$ cat config.mk
export PLATFORM = sky130hd
export DESIGN_NAME = display_controller
export DESIGN_NICKNAME = d
export VERILOG_FILES = /design/src/rtl/display_controller.sv
export SDC_FILE = /design/constraint.sdc
export NUM_CORES = 1
export LEC_CHECK = 0
export CAP_MARGIN = 20
export CORE_ASPECT_RATIO = 0.8
export CORE_UTILIZATION = 40
export CTS_CLUSTER_SIZE = 25
export DETAILED_ROUTE_END_ITERATION = 6
export GPL_ROUTABILITY_DRIVEN = 0
export HOLD_SLACK_MARGIN = 0.02
export PLACE_DENSITY_LB_ADDON = 0.25
export SLEW_MARGIN = 5
export SYNTH_ARGS = -nofsm -noshare
export SYNTH_HDL_FRONTEND = slang
export SYNTH_SLANG_ARGS = --single-unit
$ cat constraint.sdc
create_clock -name clock -period 2.9 [get_ports clock]
set_input_delay 0.58 -clock clock [delete_from_list [all_inputs] [get_ports clock]]
set_output_delay 0.58 -clock clock [all_outputs]
set_load 0.05 [all_outputs]
$ cat src/rtl/display_controller.sv
// Six-digit 7-segment display controller: shows a latched hex value, blinks it,
// blanks it, or runs a rotating single-segment "busy" animation on all digits.
module display_controller #(
  parameter int TICK_DIV = 5000000
) (
  input  logic        clock,
  input  logic        reset,
  input  logic        carrega,
  input  logic [23:0] valor,
  input  logic        girar,
  input  logic        piscar,
  input  logic        apagar,
  output logic [4:0]  cod0,
  output logic [4:0]  cod1,
  output logic [4:0]  cod2,
  output logic [4:0]  cod3,
  output logic [4:0]  cod4,
  output logic [4:0]  cod5,
  output logic [1:0]  estado
);

  localparam int CW = (TICK_DIV > 2) ? $clog2(TICK_DIV) : 1;

  localparam logic [1:0] APAGADO = 2'b00;
  localparam logic [1:0] MOSTRA  = 2'b01;
  localparam logic [1:0] GIRA    = 2'b10;
  localparam logic [4:0] BLANK   = 5'h1F;

  logic [1:0]    state_q, state_d;
  logic [23:0]   valor_reg_q, valor_reg_d;
  logic          valido_q, valido_d;
  logic [2:0]    fase_q, fase_d;
  logic          visivel_q, visivel_d;
  logic [CW-1:0] cnt_q, cnt_d;
  logic [4:0]    cod_q [6];
  logic [4:0]    cod_d [6];
  logic [1:0]    estado_q, estado_d;
  logic          tick_s;
  logic          changed_s;

  // State, datapath and registered output update
  always_ff @(posedge clock) begin
    if (reset) begin
      state_q     <= APAGADO;
      valor_reg_q <= 24'h000000;
      valido_q    <= 1'b0;
      fase_q      <= 3'd0;
      visivel_q   <= 1'b1;
      cnt_q       <= '0;
      estado_q    <= APAGADO;
      for (int i = 0; i < 6; i++) cod_q[i] <= BLANK;
    end else begin
      state_q     <= state_d;
      valor_reg_q <= valor_reg_d;
      valido_q    <= valido_d;
      fase_q      <= fase_d;
      visivel_q   <= visivel_d;
      cnt_q       <= cnt_d;
      estado_q    <= estado_d;
      for (int i = 0; i < 6; i++) cod_q[i] <= cod_d[i];
    end
  end

  // Next-state: request priority apagar > girar > carrega, plus tick/phase/blink
  always_comb begin
    state_d     = state_q;
    valor_reg_d = valor_reg_q;
    valido_d    = valido_q;
    fase_d      = fase_q;
    visivel_d   = visivel_q;
    tick_s      = (cnt_q == CW'(TICK_DIV - 1));

    if (!apagar && carrega) begin
      valor_reg_d = valor;
      valido_d    = 1'b1;
    end else begin
      valor_reg_d = valor_reg_q;
    end

    if (apagar) begin
      state_d = APAGADO;
    end else if (girar) begin
      state_d = GIRA;
    end else if (carrega) begin
      state_d = MOSTRA;
    end else begin
      case (state_q)
        GIRA:    state_d = valido_q ? MOSTRA : APAGADO;
        MOSTRA:  state_d = MOSTRA;
        APAGADO: state_d = APAGADO;
        default: state_d = APAGADO;
      endcase
    end
    // The unused encoding always falls back to blank, whatever is requested
    if (state_q == 2'b11) begin
      state_d = APAGADO;
    end else begin
      state_d = state_d;
    end

    changed_s = (state_d != state_q);
    if (changed_s || tick_s) begin
      cnt_d = '0;
    end else begin
      cnt_d = cnt_q + CW'(1);
    end

    if (state_d != GIRA || state_q != GIRA) begin
      fase_d = 3'd0;
    end else if (tick_s) begin
      fase_d = (fase_q == 3'd5) ? 3'd0 : fase_q + 3'd1;
    end else begin
      fase_d = fase_q;
    end

    if (state_d == MOSTRA && state_q != MOSTRA) begin
      visivel_d = 1'b1;
    end else if (!piscar) begin
      visivel_d = 1'b1;
    end else if (state_d == MOSTRA && tick_s) begin
      visivel_d = ~visivel_q;
    end else begin
      visivel_d = visivel_q;
    end
  end

  // Output codes computed from next-state values so they register on the same edge
  always_comb begin
    estado_d = state_d;
    for (int i = 0; i < 6; i++) begin
      case (state_d)
        GIRA:    cod_d[i] = 5'h10 + {2'b00, fase_d};
        MOSTRA:  cod_d[i] = visivel_d ? {1'b0, valor_reg_d[4*i +: 4]} : BLANK;
        APAGADO: cod_d[i] = BLANK;
        default: cod_d[i] = BLANK;
      endcase
    end
  end

  assign cod0   = cod_q[0];
  assign cod1   = cod_q[1];
  assign cod2   = cod_q[2];
  assign cod3   = cod_q[3];
  assign cod4   = cod_q[4];
  assign cod5   = cod_q[5];
  assign estado = estado_q;

endmodule

==> metrics.md, run 1 <==
| Metric | Value |
|---|---|
| Status | finished clean |
| First-pass GRT wire length | roughly 11000 um |
| Port bufs | 61 |
| Final WL | 6700 um |
| Hold Path Class | register to register |
| Period minus WS final | approximately 2.5 ns |
| Yosys Warn Count | 0 |
| Grt total ovfl | 0 |
| Worst-path clk slew | approximately 0.080 ns |
| Most common cell after layout, fill and taps aside | dfxtp_1 |
| Clock Tree Root | clkbuf_8 |
| Initial Util | 41.1% |
| R2R Setup Slk | 0.48 ns |
| CP peak stage delay | about 0.42 ns |
| Drt pass-1 iters | 4 |
| Clock latency on the worst-skew pair | 0.34 ns |
| Syn avg cell area | 8.94 um2 |
| R2R cell count | 6 |
| Crit path launch type | primary input |
| Top_reg_cell synth | dfxtp_1 |
| Final Cycle Share | 86.3% |
| Total die area | around 0.0085 mm2 |
| # nets final | 460 |
| Most frequent cells in the layout | 79 x dfxtp_1, 65 x nor2_1, 61 x clkdlybuf4s50_1, 27 x inv_1, 26 x nand3_1 |
| Total number of vias | roughly 2600 |
| CP Data Required Time | between 3 and 4 ns |
| Distinct cells, synth | 39 |
| Worst-Margin Slew | 0.673 ns |
| Wire length per cell | 12.5 um |
| Skew final | about 0.010 ns |
| Area delta synth->final | 28.8% |
| Multi-input gate area | 0.00146 mm2 |
| Largest net degree at the start of global routing | 30 |
| Critical path type | primary input to register |
| Worst EP arrival | approximately 2.7 ns |
| Die span in y | 82.7 um |
| Final core occ | between 50% and 60% |
| RSZ-0062 raised after global routing | no |
| Final hold vios | 0 |
| Total Routing Usage GR | 16.7% |
| Post-DP HPWL | 4580 um |
| TritonCTS clock tree | done |
| Core area | around 0.0079 mm2 |
| Synthesized instance count | 364 |
| Post-synth EDFFs | 0 |
| Slew HR | approximately 55% |
| CTS resizes | 0 |
| Setup TNS | 0 ns |
| Clock buffer depth | 2 |
| Number of vias per cell | 4.77 |
| Syn Std Cell Area | around 0.0033 mm2 |
| Ant. Diodes | 0 |
| Pleak | 1.70 nW |
| Post-Syn Nets | 400 |
| ANT nets after route | 0 |
| Hold_buf cts | 0 |
| Max-Cap Viols | 0 |
| Slowest stage cell, crit path | clkdlybuf4s50_1 |
| WHS Path Cells | 1 |
| Pwr per Cell Area | 544 mW/mm2 |
| Antenna violations before repair | 0 |
| Critical path fanouts, max | 7 |
| Flops & latches, synth | between 70 and 80 |
| Maximum VDD drop | approximately 0.31 mV |
| I/O pins | between 60 and 70 |
| Die Span X | 103 um |
| Register area | 0.00158 mm2 |
| Proportion of layout cells with a drive suffix above 1 | 7.46% |
| Number of cell rows | 29 |
| Fillers | around 770 |
| Worst Setup End Kind | register |
| Initial DRC count | 112 |
| Htree depth | 3 |
| Fmax | 400 MHz |
| DR DRC count | 0 |
| Register area share after synthesis | 48.6% |
| Async SR Flop Fraction | 0% |
| CTS Buf Count | 9 |
| Worst-path cell chain | clkdlybuf4s50_1, or3_1, or2_2, ha_1, and2_1, nand3b_1, nor3_1, a31oi_1, buf_4, nand3_1 |
| Count of final setup violators | 0 |
| Setup Fix Bufs, Post-CTS | 0 |
| Number of global-route vias before repair | 2307 |
| Clock sink total | 79 |
| Final Max Tran Viols | 0 |
-- layout make-up --
class / instances / area share, %
flip-flops and latches: 79 / 37.8
inverters: 27 / 2.42
well taps: 108 / 3.23
repair buffers: 71 / 17.0
multi-input cells: 236 / 34.9
clock inverters: 4 / 1.31
clock buffers: 12 / 3.46
-- stage by stage --
step / hold WS (ns) / instances / power [W] / worst slack (ns) / cell area [um2]
floorplan: 0.426 / 364 / 0.00138 / 0.190 / 3250
finish: 0.458 / 537 / 0.00228 / 0.398 / 4190
CTS: 0.467 / 537 / 0.00231 / 0.401 / 4190
detailed placement: 0.448 / 521 / 0.00150 / 0.0325 / 3990
global placement: 0.441 / 521 / 0.00150 / 0.105 / 3990
global route: 0.488 / 537 / 0.00239 / 0.231 / 4190
-- power by group --
part | leakage [nW] | internal (W) | switching (W)
sequential | 0.646 | 0.00113 | 0.0000160
combinational | 0.954 | 0.000135 | 0.000199
clock | 0.0968 | 0.000425 | 0.000378
-- kinds of logic (layout without fill, tap and decap cells) --
| group | Yosys count | after routing | share of synthesized area, % |
|---|---|---|---|
| and+or+nand+nor | 149 | 149 | 22.1 |
| DFF | 79 | 79 | 48.6 |
| buffers and inverters | 49 | 114 | 6.73 |
| AOI/OAI and AO/OA | 35 | 35 | 6.96 |
| muxes | 24 | 24 | 7.38 |
| xor gates and xnor gates | 22 | 22 | 5.92 |
| adders and majority gates | 6 | 6 | 2.31 |
-- synthesized netlist by cell type (2+ instances only) --
cell       n  area (um2)
or3_1      2        12.5
nand3_1   26         130
nand3b_1   2        15.0
ha_1       6        75.1
nor2b_1    3        18.8
nor4b_1    2        17.5
nor4_1     3        18.8
buf_4      5        37.5
mux2i_1   24         240
and3_1     4        25.0
nand2_1   16        60.1
dfxtp_1   79        1580
xnor2_1   19         166
buf_6      2        22.5
o21ai_0    3        15.0
or2_2      2        12.5
and2_1     2        12.5
clkbuf_1  14        52.6
xor2_1     3        26.3
nor2_1    65         244
nand4_1    5        31.3
nor3_1     9        45.0
inv_1     27         101
a21o_1     6        45.0
a21oi_1   19        95.1
and4_1     3        26.3
-- path summary, 6_finish.rpt --
check                                   end      start
worst max-delay path            cod_q[5][2]      girar
worst max register to register  cod_q[4][1]  cnt_q[10]
worst min-delay path               cnt_q[0]   cnt_q[0]
worst min register to register     cnt_q[0]   cnt_q[0]
-- state kept, by name, summed over array words and instances (netlist names) --
| register | count |
|---|---|
| cod_q | 25 |
| fase_q | 3 |
| cnt_q | 23 |
| estado | 2 |
| valor_reg_q | 24 |
| valido_q | 1 |
| visivel_q | 1 |
-- routing by layer --
metal  part of all wire (%)  track usage, %
met1                     49            21.6
met4                    1.3            6.90
met5                      0               0
met3                    5.6            5.05
met2                     44            26.1
-- critical path: cells and delay by family --
kind                     cells  cell delay, ns
buffers and inverters        2            0.59
AND/OR/NAND/NOR              6            1.18
adder cells (fa/ha/maj)      1            0.22
AO/OA/AOI/OAI                1            0.15
Note: power is estimated with default switching activity, not from simulation.
==> run 2, diff against run 1 <==
--- a/config.mk
+++ b/config.mk
@@ -5,7 +5,7 @@
 export SDC_FILE = /design/constraint.sdc
 export NUM_CORES = 1
 export LEC_CHECK = 0
-export CAP_MARGIN = 20
+export CAP_MARGIN = 30
 export CORE_ASPECT_RATIO = 0.8
 export CORE_UTILIZATION = 40
 export CTS_CLUSTER_SIZE = 25
==> results of run 2 <==
Final layout, timing and power as in run 1 (identical DEF).
==> run 3, diff against run 2 <==
--- a/config.mk
+++ b/config.mk
@@ -7,6 +7,7 @@
 export LEC_CHECK = 0
 export CAP_MARGIN = 30
 export CORE_ASPECT_RATIO = 0.8
+export CORE_MARGIN = 4
 export CORE_UTILIZATION = 40
 export CTS_CLUSTER_SIZE = 25
 export DETAILED_ROUTE_END_ITERATION = 6
==> run 3 against run 2 <==
Net effect: die area increased by 14%; setup slack got worse by 0.23 ns; clock power decreased by 5.2%; worst hold slack improved by 0.0018 ns; clock-buffer cell count decreased by 1; fmax decreased by 8.4%; flip-flop and latch count unchanged; design area decreased by 0.93%; cell count decreased by 0.74%; total power decreased by 1.7%; sequential power about the same; first-iteration DRC count decreased by 9.8%; critical path type is now register to register; critical endpoint is now cod_q[1][2]; largest power group unchanged.
==> metrics.md, run 3 (synthesis gave the netlist of run 1 again) <==
| Metric | Value |
|---|---|
| Status | finished clean |
| Clk pwr share | 33.9% |
| Crit path launch type | register |
| Total Routing Usage GR | 15.4% |
| Initial Util | 41.1% |
| Worst-path cell chain | or4b_1, or4_1, or3_4, a31oi_2, nand3_1 |
| Antenna violations before repair | 0 |
| Pwr per Cell Area | between 500 and 600 mW/mm2 |
| Max-Cap Viols | 0 |
| Finished Cell Area | 0.00415 mm2 |
| Fmax | 366 MHz |
| Hold_buf cts | 0 |
| Final hold vios | 0 |
| Clock buffer depth | 2 |
| Setup TNS | 0 ns |
| Hold path start | cnt_q[0] |
| Drt pass-1 iters | 4 |
| # nets final | 457 |
| Worst-Margin Slew | 0.716 ns |
| Die Span X | approximately 110 um |
| DR DRC count | 0 |
| Port bufs | 61 |
| Setup Fix Bufs, Post-CTS | 0 |
| Htree depth | 3 |
| Die span in y | 88.7 um |
| R2R Setup Slk | 0.17 ns |
| Period minus WS final | 2.73 ns |
| Slew HR | a little over half |
| Critical path type | register to register |
| Final Max Tran Viols | 0 |
| Switch Pwr | slightly below 0.0006 W |
| Pleak | roughly 1.7 nW |
| Initial DRC count | 101 |
| Buffers and inverters on the worst path | 0 |
| RSZ-0062 raised after global routing | no |
| R2R cell count | 5 |
| Final core occ | around 52% |
| Sequential Power Share | slightly above 50% |
| Clock sink total | 79 |
| TritonCTS clock tree | done |
| CP peak stage delay | 0.55 ns |
| Slowest stage cell, crit path | a31oi_2 |
| Number of vias per cell | about 4.8 |
| Crit. Startpoint | cnt_q[12] |
| Number of global-route vias before repair | around 2400 |
| Most frequent cells in the layout | 79 x dfxtp_1, 65 x nor2_1, 61 x clkdlybuf4s50_1, 27 x inv_1, 26 x nand3_1 |
| Largest net degree at the start of global routing | 29 |
| Grt total ovfl | 0 |
| Worst-path clk slew | 0.07 ns |
| Final WL | 7100 um |
| First-pass GRT wire length | 11700 um |
| Biggest regs | cod_q x25, valor_reg_q x24, cnt_q x23 |
| Clock Tree Root | clkbuf_8 |
| Cell family with most CP delay | simple AND/OR/NAND/NOR gates |
| Total number of vias | around 2600 |
| Most common cell after layout, fill and taps aside | dfxtp_1 |
| CP Data Required Time | 3.09 ns |
| Largest reg by FF count | cod_q |
| Critical path fanouts, max | 12 |
| ANT nets after route | 0 |
| Placed instance area | roughly 0.0040 mm2 |
| Cell internal pwr | 0.00165 W |
| Worst EP arrival | 2.92 ns |
| WP depth | 5 |
| CTS Buf Count | 9 |
| Sw frac | 26.3% |
| Maximum VDD drop | approximately 0.31 mV |
| Total die area | 0.00965 mm2 |
| Post-DP HPWL | 4850 um |
| WHS Path Cells | 1 |
| Core area | roughly 0.008 mm2 |
| Number of cell rows | 29 |
| Ant. Diodes | 0 |
| Overall power | 0.00224 W |
| Clock latency on the worst-skew pair | 0.35 ns |
| Worst r2r src | cnt_q[12] |
| Final Cycle Share | a little over nine tenths |
| Worst Setup End Kind | register |
| Hold Path Class | register to register |
| Area delta synth->final | 27.6% |
| Proportion of layout cells with a drive suffix above 1 | between 6 and 7% |
| Logic pwr share | 15.0% |
| Count of final setup violators | 0 |
| I/O pins | 62 |
| Wire length per cell | roughly 13 um |
| Skew final | 0.00591 ns |
| CTS resizes | 0 |
| Max reg flops | 25 |
run 3: changes by cell type in the layout (fill, tap and decap cells not counted), sizes merged:
cell	change
a31oi	+1
buf	-4
clkbuf	-1
run 3: layer usage:
metal  vias to the layer above  part of all wire, %  global-route usage [%]  routed length (um)
met1                      1167                   50                    21.5                3540
li1                       1323                    -                       -                   -
met5                         -                    0                       0                   0
met3                        12                  5.3                    4.52                 373
met2                        51                   44                    23.1                3110
met4                         0                  1.1                    4.82                  78
run 3: stage by stage:
| stage | setup WS (ns) | hold WS (ns) | instances |
|---|---|---|---|
| floorplan | 0.190 | 0.426 | 364 |
| global placement | 0.00217 | 0.443 | 517 |
| detailed placement | -0.0353 | 0.452 | 517 |
| CTS | 0.126 | 0.470 | 532 |
| global route | 0.0442 | 0.506 | 533 |
| finish | 0.169 | 0.460 | 533 |
run 3: cell type report:
| type | instances | area, um2 |
|---|---|---|
| fillers | 758 | 3760 |
| flip-flops and latches | 79 | 1580 |
| multi-input cells | 237 | 1470 |
| repair buffers | 67 | 681 |
| well taps | 108 | 135 |
| clock buffers | 11 | 131 |
| inverters | 27 | 101 |
| clock inverters | 4 | 47.5 |
run 3: power by group through the flow:
stage / Sequential (W) / Clock (W) / Combinational [W]
6_report: 0.00114 / 0.000761 / 0.000337
5_1_grt: 0.00115 / 0.000830 / 0.000366
4_1_cts: 0.00114 / 0.000786 / 0.000337
3_5_place_dp: 0.00117 / 0 / 0.000335
3_3_place_gp: 0.00117 / 0 / 0.000333
2_1_floorplan: 0.00125 / 0 / 0.000137
run 3: worst paths after layout:
| path | to |
|---|---|
| setup / recovery | cod_q[1][2] |
| hold reg to reg | cnt_q[0] |
| setup reg to reg | cod_q[1][2] |
| hold / removal | cnt_q[0] |
